==> config.mk <==
export PLATFORM = sky130hd
export DESIGN_NAME = hamming_ecc_arbiter
export DESIGN_NICKNAME = d
export VERILOG_FILES = /design/src/rtl/hamming_ecc_arbiter.sv
export SDC_FILE = /design/constraint.sdc
export NUM_CORES = 1
export LEC_CHECK = 0
export ABC_AREA = 1
export CORE_MARGIN = 8
export CORE_UTILIZATION = 52
export CTS_BUF_LIST = sky130_fd_sc_hd__clkbuf_16
export DETAILED_ROUTE_END_ITERATION = 6
export GPL_TIMING_DRIVEN = 0
export PLACE_DENSITY_LB_ADDON = 0.1
export SYNTH_ARGS = -nofsm -noshare
export SYNTH_HDL_FRONTEND = slang
export SYNTH_SLANG_ARGS = --single-unit
==> constraint.sdc <==
create_clock -name clk -period 6.7 [get_ports clk]
set_clock_uncertainty 0.15 [all_clocks]
set_input_delay 1.34 -clock clk [delete_from_list [all_inputs] [get_ports clk]]
set_output_delay 1.34 -clock clk [all_outputs]
set_load 0.02 [all_outputs]
==> src/rtl/hamming_ecc_arbiter.sv <==
// Shared SEC Hamming check-and-correct engine, two-port round-robin front end.
// Two-stage pipeline (syndrome, then correct/strip) with saturating error counters.
module hamming_ecc_arbiter #(
    parameter int CW_W   = 38,
    parameter int DATA_W = 32,
    parameter int CNT_W  = 16
) (
    input  logic              clk,
    input  logic              rst,
    input  logic              req0_valid,
    input  logic [CW_W-1:0]   req0_cw,
    output logic              req0_ready,
    input  logic              req1_valid,
    input  logic [CW_W-1:0]   req1_cw,
    output logic              req1_ready,
    output logic              resp_valid,
    input  logic              resp_ready,
    output logic              resp_id,
    output logic [DATA_W-1:0] resp_data,
    output logic              resp_corr,
    output logic              resp_uncorr,
    output logic [5:0]        resp_syn,
    input  logic              clr_cnt,
    output logic [CNT_W-1:0]  corr_cnt,
    output logic [CNT_W-1:0]  uncorr_cnt
);

    function automatic logic [5:0] f_syn(input logic [CW_W-1:0] cw);
        logic [5:0] s;
        s = '0;
        for (int i = 0; i < CW_W; i++) begin
            for (int k = 0; k < 6; k++) begin
                if (((i + 1) >> k) % 2 == 1) begin
                    s[k[2:0]] = s[k[2:0]] ^ cw[i[5:0]];
                end
            end
        end
        return s;
    endfunction

    // Data bits occupy every position that is not a power of two.
    function automatic logic [DATA_W-1:0] f_extract(input logic [CW_W-1:0] cw);
        logic [DATA_W-1:0] d;
        int j;
        d = '0;
        j = 0;
        for (int i = 0; i < CW_W; i++) begin
            if (((i + 1) & i) != 0) begin
                d[j[4:0]] = cw[i[5:0]];
                j = j + 1;
            end
        end
        return d;
    endfunction

    logic              r_last;
    logic              r_s1_valid;
    logic              r_s1_id;
    logic [CW_W-1:0]   r_s1_cw;
    logic [5:0]        r_s1_syn;
    logic              r_s2_valid;
    logic              r_s2_id;
    logic [DATA_W-1:0] r_s2_data;
    logic              r_s2_corr;
    logic              r_s2_uncorr;
    logic [5:0]        r_s2_syn;
    logic [CNT_W-1:0]  r_corr_cnt;
    logic [CNT_W-1:0]  r_uncorr_cnt;

    logic              w_g0;
    logic              w_g1;
    logic              w_s2_load;
    logic              w_s1_load;
    logic              w_acc;
    logic [CW_W-1:0]   w_cw;
    logic [5:0]        w_syn;
    logic              w_flip;
    logic              w_uncorr;
    logic [CW_W-1:0]   w_mask;
    logic [CW_W-1:0]   w_fixed;
    logic              w_hs;

    assign w_g0 = req0_valid && (!req1_valid || r_last);
    assign w_g1 = req1_valid && (!req0_valid || !r_last);

    assign w_s2_load = r_s1_valid && (!r_s2_valid || resp_ready);
    assign w_s1_load = !r_s1_valid || w_s2_load;

    assign req0_ready = w_g0 && w_s1_load && !rst;
    assign req1_ready = w_g1 && w_s1_load && !rst;
    assign w_acc      = req0_ready || req1_ready;

    assign w_cw  = w_g1 ? req1_cw : req0_cw;
    assign w_syn = f_syn(w_cw);

    assign w_flip   = (r_s1_syn != 6'd0) && (r_s1_syn <= 6'd38);
    assign w_uncorr = r_s1_syn > 6'd38;
    assign w_mask   = {{(CW_W-1){1'b0}}, 1'b1} << (r_s1_syn - 6'd1);
    assign w_fixed  = w_flip ? (r_s1_cw ^ w_mask) : r_s1_cw;

    assign w_hs = r_s2_valid && resp_ready;

    always_ff @(posedge clk or posedge rst) begin
        if (rst) begin
            r_last     <= 1'b1;
            r_s1_valid <= 1'b0;
            r_s1_id    <= 1'b0;
            r_s1_cw    <= '0;
            r_s1_syn   <= '0;
        end else begin
            if (w_s1_load) begin
                r_s1_valid <= w_acc;
            end
            if (w_acc) begin
                r_s1_id  <= req1_ready;
                r_s1_cw  <= w_cw;
                r_s1_syn <= w_syn;
                r_last   <= req1_ready;
            end
        end
    end

    always_ff @(posedge clk or posedge rst) begin
        if (rst) begin
            r_s2_valid  <= 1'b0;
            r_s2_id     <= 1'b0;
            r_s2_data   <= '0;
            r_s2_corr   <= 1'b0;
            r_s2_uncorr <= 1'b0;
            r_s2_syn    <= '0;
        end else if (w_s2_load) begin
            r_s2_valid  <= 1'b1;
            r_s2_id     <= r_s1_id;
            r_s2_data   <= f_extract(w_fixed);
            r_s2_corr   <= w_flip;
            r_s2_uncorr <= w_uncorr;
            r_s2_syn    <= r_s1_syn;
        end else if (resp_ready) begin
            r_s2_valid <= 1'b0;
        end
    end

    // Clear wins over a same-cycle increment.
    always_ff @(posedge clk or posedge rst) begin
        if (rst) begin
            r_corr_cnt   <= '0;
            r_uncorr_cnt <= '0;
        end else if (clr_cnt) begin
            r_corr_cnt   <= '0;
            r_uncorr_cnt <= '0;
        end else if (w_hs) begin
            if (r_s2_corr && (r_corr_cnt != '1)) begin
                r_corr_cnt <= r_corr_cnt + CNT_W'(1);
            end
            if (r_s2_uncorr && (r_uncorr_cnt != '1)) begin
                r_uncorr_cnt <= r_uncorr_cnt + CNT_W'(1);
            end
        end
    end

    assign resp_valid  = r_s2_valid;
    assign resp_id     = r_s2_id;
    assign resp_data   = r_s2_data;
    assign resp_corr   = r_s2_corr;
    assign resp_uncorr = r_s2_uncorr;
    assign resp_syn    = r_s2_syn;
    assign corr_cnt    = r_corr_cnt;
    assign uncorr_cnt  = r_uncorr_cnt;

endmodule

==> results_dict.tcl, run 1 <==
set metrics [dict create \
    track_usage_pct 24.2 \
    switching_share_pct 41.5 \
    min_period_ns 5.10 \
    cts_sinks 115 \
    drc 0 \
    antenna_found_initial 0 \
    cap_violations 0 \
    max_slew_margin_pct 47.7 \
    grt_overflow_total 0 \
    syn_avg_cell_area_um2 6.85 \
    pre_cts_ws_ns 1.53 \
    synth_compound_area_share_pct 8.47 \
    ant_nets 0 \
    regToRegStartpoint "r_last" \
    synth_nets 1177 \
    root_buffer "clkbuf_16" \
    post-cts-setup-buffers 0 \
    end_kind "output port" \
    synth-xor-area-share_pct 7.23 \
    internal_power_w 0.00193 \
    cts_tree "built" \
    drt_pre_antenna_iters 7 \
    post-route-period-util_pct 76.1 \
    rsz0062_at_grt "no" \
    hold_viol 0 \
    clk_latency_ns 0.41 \
    drive_gt1_share_pct 6.48 \
    synth-seq-cells 115 \
    rows 44 \
    critPathLaunchType "input pin" \
    ctsResizeCount 0 \
    status "completed" \
    leakagePower_nw 4.79 \
    synthCells 1091 \
    cts.htree.levels 4 \
    cts_made_buffers 17 \
    syn_to_final_growth_pct 30.9 \
    vdd_ir_drop_max_mv 0.190 \
    worst-r2r-cell-count 16 \
    combPwrFrac_pct 45.4 \
    vias 7639 \
    ys_seq_area_share_pct 38.5 \
    synth-simple-area-share_pct 36.4 \
    wire_per_inst_um 15.2 \
    startpoint "rst" \
    synth_top_family_by_area "simple AND/OR/NAND/NOR gates" \
    ys_warn_count 0 \
    path_clk_slew_ns 0.05 \
    dieArea_um2 18500 \
    report.final.slew_viol_count 0 \
    critPathMaxFanout 63 \
    core_area_um2 14300 \
    muxShareOfSynthArea_pct 0 \
    nets 1353 \
    initial_core_util_pct 52.4 \
    diodes 0 \
    drt_iter0_markers 488 \
    tightestPinTransition_ns 0.784 \
    cts_hold_buffers 0 \
    port_buffers 156 \
    design.portCount 158 \
    setup_viol 0 \
    path_class "in2out" \
    vias_per_cell 5.22 \
    cp.arrival_ns 3.61 \
    worst_slack_ns 1.60 \
    grt_start_max_net_pins 64 \
    dp_hpwl_um 17700 \
    synth_fa_ha_area_share_pct 0.670 \
    die_width_um 136 \
    final_cells 1464 \
    grt_pass1_vias 7409 \
    holdCritPathClass "reg2reg" \
    syn_area_um2 7470 \
    max-clock-path-buffers 2 \
    ys_types 39 \
    cp-endpoint "req0_ready" \
    dpl.cell_count 1432 \
    powerDensity_nw_per_um2 337 \
    seqPwrFrac_pct 32.1 \
    timing.fmax_mhz 196 \
    gp_congestion 0.948 \
    p_switching_w 0.00137 \
    dieHeight_um 136 \
    p_clk_share_pct 22.5 \
    crit_required_ns 5.21 \
    wl_um 22200 \
    grt_pass1_wl_um 35700 \
    ff2ff_setup_slack_ns 4.27 \
    r2r-end "r_s1_syn[3]" \
]
==> worst max-delay path, cell delays in order <==
cell	delay, ns
clkdlybuf4s50_1	0.44
inv_4	0.57
buf_16	0.33
nand4_1	0.12
inv_1	0.13
clkdlybuf4s50_1	0.63
==> layer usage <==
metal | global-route usage, % | wire length, um | vias up
met2 | 41.6 | 10900 | 281
li1 | - | - | 3813
met4 | 11.5 | 883 | 0
met1 | 28.5 | 9010 | 3487
met5 | 0 | 0 | -
met3 | 4.66 | 1410 | 58
==> layout by cell type (no fill, tap or decap), types with 4 or more instances in the layout <==
| cell | instances |
|---|---|
| a21oi_1 | 21 |
| buf_2 | 12 |
| buf_4 | 6 |
| buf_6 | 4 |
| clkbuf_1 | 14 |
| clkbuf_16 | 17 |
| clkdlybuf4s50_1 | 156 |
| clkinv_1 | 5 |
| clkinv_2 | 6 |
| dfrtp_1 | 114 |
| ha_1 | 4 |
| inv_1 | 112 |
| inv_2 | 9 |
| nand2_1 | 417 |
| nand2_2 | 12 |
| nand3_1 | 117 |
| nand3b_1 | 17 |
| nand4_1 | 6 |
| nor2_1 | 44 |
| nor2_2 | 5 |
| nor3_1 | 8 |
| o21ai_0 | 76 |
| o21ai_1 | 16 |
| xnor2_1 | 17 |
| xor2_1 | 41 |
==> how the worst min path moves through the flow <==
stage                      startpoint          end  slack (ns)  depth (start not counted)
final                     corr_cnt[3]  corr_cnt[3]        0.32                          1
after global routing      corr_cnt[3]  corr_cnt[3]        0.35                          1
after CTS                 corr_cnt[3]  corr_cnt[3]        0.32                          1
after detailed placement  resp_syn[5]  resp_syn[5]        0.32                          2
after global placement    corr_cnt[3]  corr_cnt[3]        0.30                          1
after floorplan           r_s1_cw[10]  r_s1_cw[10]        0.32                          2
==> stage by stage <==
step	util [%]	hold WS [ns]	TNS, ns	total power, W	instance area, um^2
floorplan	-	0.322	0	0.00197	7470
finish	68.6	0.320	0	0.00330	9780
global route	68.6	0.345	0	0.00352	9780
detailed placement	65.2	0.316	0	0.00255	9290
CTS	68.6	0.324	0	0.00330	9780
global placement	65.0	0.305	-1.85	0.00251	9260
==> power by group through the flow <==
stage                     Combinational, W  Clock [W]  Sequential, W
after floorplan                   0.000793          0        0.00118
after global placement             0.00145          0        0.00106
after detailed placement           0.00149          0        0.00106
after CTS                          0.00150   0.000746        0.00106
after global routing               0.00165   0.000784        0.00108
final                              0.00150   0.000742        0.00106
==> cell type report <==
| cell class | count | area [um^2] |
|---|---|---|
| timing repair buffer | 157 | 1590 |
| inverter | 118 | 445 |
| multi-input combinational | 821 | 3940 |
| clock buffer | 17 | 425 |
| buffer | 37 | 206 |
| fill | 1277 | 4480 |
| clock inverter | 15 | 63.8 |
| tap | 184 | 230 |
| sequential | 115 | 2880 |
==> registers in the layout, indices dropped and copies added, names as in the netlist <==
register     flops
corr_cnt        16
r_last           1
r_s1_cw         32
r_s1_id          1
r_s1_syn         6
r_s1_valid       1
resp_corr        1
resp_data       32
resp_id          1
resp_syn         6
resp_uncorr      1
resp_valid       1
uncorr_cnt      16
==> kinds of logic (layout without fill, tap and decap cells) <==
kind of cell    Yosys count  in the layout
simple gates            635            635
compound gates          122            122
buf+inv                 155            344
fa+ha+maj                 4              4
xor+xnor                 60             60
flops                   115            115
==> synth_stat cells <==
library cell  instances  share of area [%]
dfstp_2               1               0.35
nand2_8               1               0.27
nand2_4               1               0.15
o41ai_1               1               0.12
o21ai_0              76                5.1
nand4_1               6               0.50
a211oi_1              2               0.20
inv_1               108                5.4
ha_1                  4               0.67
xor2_1               41                4.8
nand3b_1             17                1.7
nor3b_2               1               0.17
buf_2                12               0.80
nor4_1                2               0.17
or2_1                 1              0.084
buf_6                 4               0.60
o31ai_1               2               0.20
dfrtp_1             114                 38
nand3_2               1               0.13
nor3_1                8               0.54
a21oi_1              21                1.4
xnor2_2               1               0.22
o21a_1                1               0.10
nand2_1             417                 21
buf_1                 1              0.050
xnor2_1              17                2.0
buf_4                 6               0.60
nand3_1             117                7.8
nor2_1               44                2.2
o21ai_2               1               0.12
o21ai_1              16                1.1
clkinv_1              1              0.050
nor3_2                2               0.27
inv_2                 9               0.45
nor2_2                5               0.42
clkbuf_1             14               0.70
nand2_2              12                1.0
xor2_2                1               0.22
a31oi_1               2               0.17
Note: power is estimated with default switching activity, not from simulation.
==> run 2: changes to the inputs <==
- clock period: 6.7 -> 5.1 ns (I/O delays scaled with it)
==> results_dict.tcl, run 2 (synthesis gave the netlist of run 1 again) <==
set metrics [dict create \
    clk_latency_ns 0.41 \
    cts.htree.levels 4 \
    post-cts-setup-buffers 0 \
    top_layer "met4" \
    wl_um 22200 \
    timing.fmax_mhz 209 \
    crit_required_ns 3.93 \
    drive_gt1_share_pct 6.87 \
    root_buffer "clkbuf_16" \
    grt_pass1_vias 7306 \
    grt_overflow_total 0 \
    die_width_um 136 \
    dp_hpwl_um 17900 \
    drt_iter0_markers 499 \
    worst_slack_ns 0.306 \
    critPathLaunchType "input pin" \
    path_class "in2out" \
    max_slew_margin_pct 46.3 \
    drt_pre_antenna_iters 5 \
    tns_ns 0 \
    cap_violations 0 \
    leakagePower_nw 4.81 \
    dieHeight_um 136 \
    rows 44 \
    holdCritPathClass "reg2reg" \
    drc 0 \
    max-clock-path-buffers 2 \
    dr_wl_met2_um 10900 \
    wl_met3_um 1350 \
    vias 7613 \
    rsz0062_at_grt "no" \
    cts_sinks 115 \
    place_area_um2 9310 \
    cts_hold_buffers 0 \
    nFillCells 1200 \
    post-route-period-util_pct 94.0 \
    setup_viol 0 \
    critPathMaxFanout 42 \
    fin_area_um2 9880 \
    layout_common_cells "nand2_1, clkdlybuf4s50_1, nand3_1" \
    initial_core_util_pct 52.4 \
    min_period_ns 4.79 \
    cp.arrival_ns 3.62 \
    ctsResizeCount 0 \
    antenna_found_initial 0 \
    core_area_um2 14300 \
    gp_congestion 0.950 \
    status "completed" \
    layout_commonest_cell "nand2_1" \
    syn_to_final_growth_pct 32.2 \
    port_buffers 156 \
    track_usage_pct 24.2 \
    pre_cts_ws_ns 0.215 \
    dieArea_um2 18500 \
    grt_pass1_wl_um 35500 \
    wire_per_inst_um 15.1 \
    cts_tree "built" \
    end_kind "output port" \
    hold_viol 0 \
    path_clk_slew_ns 0.05 \
    design.portCount 158 \
    tightestPinTransition_ns 0.804 \
    ant_nets 0 \
    vdd_ir_drop_max_mv 0.234 \
    fin_hold_ws_ns 0.328 \
    cts_made_buffers 17 \
    diodes 0 \
    nets 1354 \
    report.final.slew_viol_count 0 \
    powerDensity_nw_per_um2 456 \
    wirelength_met1_um 9030 \
    grt_start_max_net_pins 43 \
    vias_per_cell 5.20 \
]
[run 2: final timing paths]
check	startpoint	endpoint	slack, ns	depth (start not counted)
hold reg to reg	resp_data[30]	resp_data[30]	0.33	2
hold / removal	resp_data[30]	resp_data[30]	0.33	2
max in group asynchronous	rst	r_last	2.85	4
setup reg to reg	r_last	r_s1_syn[3]	2.61	16
min in group asynchronous	rst	uncorr_cnt[0]	0.95	2
setup / recovery	rst	req0_ready	0.31	7
[run 2: critical path, stage by stage]
cell and delay (ns):
clkdlybuf4s50_1 0.50, clkinvlp_4 0.65, buf_12 0.47, buf_12 0.21
nand4_1 0.11, inv_1 0.08, clkdlybuf4s50_1 0.54
[run 2: power by group]
group	switching (W)	internal [W]	leakage (nW)
combinational	0.00121	0.000756	3.05
clock	0.000399	0.000751	0.283
sequential	0.000208	0.00119	1.47
[run 2: cell type report]
class	count	area, um^2	share of cell area, %
plain buffers	37	206	2.09
clock buffers	17	425	4.31
clock inverters	15	146	1.48
inverters	118	447	4.52
multi-input cells	821	3940	39.9
flip-flops and latches	115	2880	29.1
well taps	184	230	2.33
repair buffers	158	1600	16.2
[run 2: through the flow]
step	utilization, %	power, W	std cells
6_report	69.3	0.00451	1465
5_1_grt	69.3	0.00479	1465
4_1_cts	69.3	0.00452	1465
3_5_place_dp	65.3	0.00335	1433
3_3_place_gp	65.0	0.00331	1431
2_1_floorplan	-	0.00259	1091
[run 2: layer usage]
| layer | up-vias | GRT usage [%] |
|---|---|---|
| li1 | 3819 | - |
| met1 | 3438 | 28.0 |
| met2 | 301 | 42.0 |
| met3 | 55 | 3.92 |
| met4 | 0 | 13.1 |
| met5 | - | 0 |
==> run 3: changes to the inputs <==
- SLEW_MARGIN: not set -> 40
==> results_dict.tcl, run 3 (synthesis gave the netlist of run 1 again) <==
set metrics [dict create \
    p_switching_w 0.00185 \
    end_kind "output port" \
    holdCritPathClass "reg2reg" \
    tns_ns 0 \
    internal_power_w 0.00296 \
    status "completed" \
    report.final.slew_viol_count 0 \
    max_slew_margin_pct 57.5 \
    cp_slowest_stage_delay_ns 0.54 \
    track_usage_pct 25.1 \
    vdd_ir_drop_max_mv 0.279 \
    die_width_um 136 \
    path_clk_slew_ns 0.06 \
    core_area_um2 14300 \
    worst-r2r-cell-count 16 \
    critPathLaunchType "input pin" \
    drc 0 \
    post-route-period-util_pct 89.6 \
    ctsResizeCount 0 \
    grt_pass1_wl_um 36900 \
    post-cts-setup-buffers 0 \
    ant_nets 0 \
    cts_made_buffers 17 \
    hold_path_depth 1 \
    powerDensity_nw_per_um2 478 \
    r2r-end "r_s1_syn[3]" \
    worst_slack_ns 0.529 \
    cap_violations 0 \
    cts.htree.levels 4 \
    drive_gt1_share_pct 7.33 \
    critPathMaxFanout 26 \
    cts_sinks 115 \
    root_buffer "clkbuf_16" \
    worst_hold_path.endpoint "corr_cnt[3]" \
    max-clock-path-buffers 2 \
    drt_pre_antenna_iters 5 \
    min_period_ns 4.57 \
    hold_viol 0 \
    diodes 0 \
    combPwrFrac_pct 41.2 \
    fin_hold_ws_ns 0.330 \
    syn_to_final_growth_pct 34.7 \
    pre_cts_ws_ns 0.435 \
    cts_hold_buffers 0 \
    vias 7586 \
    port_buffers 156 \
    initial_core_util_pct 52.4 \
    timing.fmax_mhz 219 \
    dp_hpwl_um 18200 \
    dieArea_um2 18500 \
    dieHeight_um 136 \
    seqPwrFrac_pct 29.0 \
    setup_viol 0 \
    gp_congestion 0.950 \
    leakagePower_nw 4.89 \
    grt_pass1_vias 7453 \
    switching_share_pct 38.5 \
    layout_common_cells "nand2_1, clkdlybuf4s50_1, nand3_1" \
    wl_um 22800 \
    rows 44 \
    layout_commonest_cell "nand2_1" \
    path_class "in2out" \
    vias_per_cell 5.17 \
    cts_tree "built" \
    cp.arrival_ns 3.40 \
    nets 1356 \
    worstPathCellList "clkdlybuf4s50_1 > clkinvlp_4 > buf_12 > buf_16 > buf_12 > nand4_1 > inv_1 > clkdlybuf4s50_1" \
    hold_start "corr_cnt[3]" \
    design.portCount 158 \
    power_w 0.00481 \
    nFillCells 1196 \
    critPathSlowestCell "clkdlybuf4s50_1" \
    grt_overflow_total 0 \
    place_area_um2 9360 \
    fin_area_um2 10100 \
    regToRegStartpoint "r_last" \
    ff2ff_setup_slack_ns 2.64 \
    wire_per_inst_um 15.5 \
    crit_required_ns 3.93 \
    rsz0062_at_grt "no" \
    antenna_found_initial 0 \
    p_clk_share_pct 29.7 \
    tightestPinTransition_ns 0.637 \
    clk_latency_ns 0.41 \
    grt_start_max_net_pins 27 \
    drt_iter0_markers 523 \
]
## run 3: worst max-delay path: cells and delay by family
| family | cells | cell delay (ns) |
|---|---|---|
| simple gates | 1 | 0.10 |
| buf+inv | 7 | 2.26 |
## run 3: worst max path at each step
| stage | startpoint | slack, ns | cells past startpoint | endpoint |
|---|---|---|---|---|
| after floorplan | rst | 0.71 | 3 | req0_ready |
| after global placement | rst | -1.01 | 5 | req0_ready |
| after detailed placement | rst | 0.44 | 8 | req0_ready |
| after CTS | rst | 0.45 | 8 | req0_ready |
| after global routing | rst | 0.29 | 8 | req0_ready |
| final | rst | 0.53 | 8 | req0_ready |
## run 3: power groups by stage
| stage | registers [W] | logic (W) | clock network, W |
|---|---|---|---|
| floorplan | 0.00155 | 0.00104 | 0 |
| global placement | 0.00139 | 0.00191 | 0 |
| detailed placement | 0.00140 | 0.00196 | 0 |
| CTS | 0.00139 | 0.00199 | 0.00144 |
| global route | 0.00143 | 0.00218 | 0.00149 |
| finish | 0.00140 | 0.00198 | 0.00143 |
## run 3: per-layer routing
layer  track usage, %  vias up  wire length, um
met1             28.6     3457             9260
met4             13.8        0              989
met5                0        -                0
li1                 -     3823                -
met3             5.06       63             1250
met2             43.4      243            11300
## run 3: stage by stage
step           util (%)  cells
3_3_place_gp       65.0   1431
6_report           70.6   1467
3_5_place_dp       65.6   1435
2_1_floorplan         -   1091
5_1_grt            70.6   1467
4_1_cts            70.6   1467
## run 3: area by class of cell
| type | instances | area [um^2] | area share, % |
|---|---|---|---|
| Buffer | 37 | 206 | 2.05 |
| Clock buffer | 17 | 425 | 4.23 |
| Clock inverter | 15 | 285 | 2.83 |
| Inverter | 118 | 447 | 4.44 |
| Multi-Input combinational cell | 821 | 3940 | 39.2 |
| Sequential cell | 115 | 2880 | 28.6 |
| Tap cell | 184 | 230 | 2.29 |
| Timing Repair Buffer | 160 | 1650 | 16.4 |
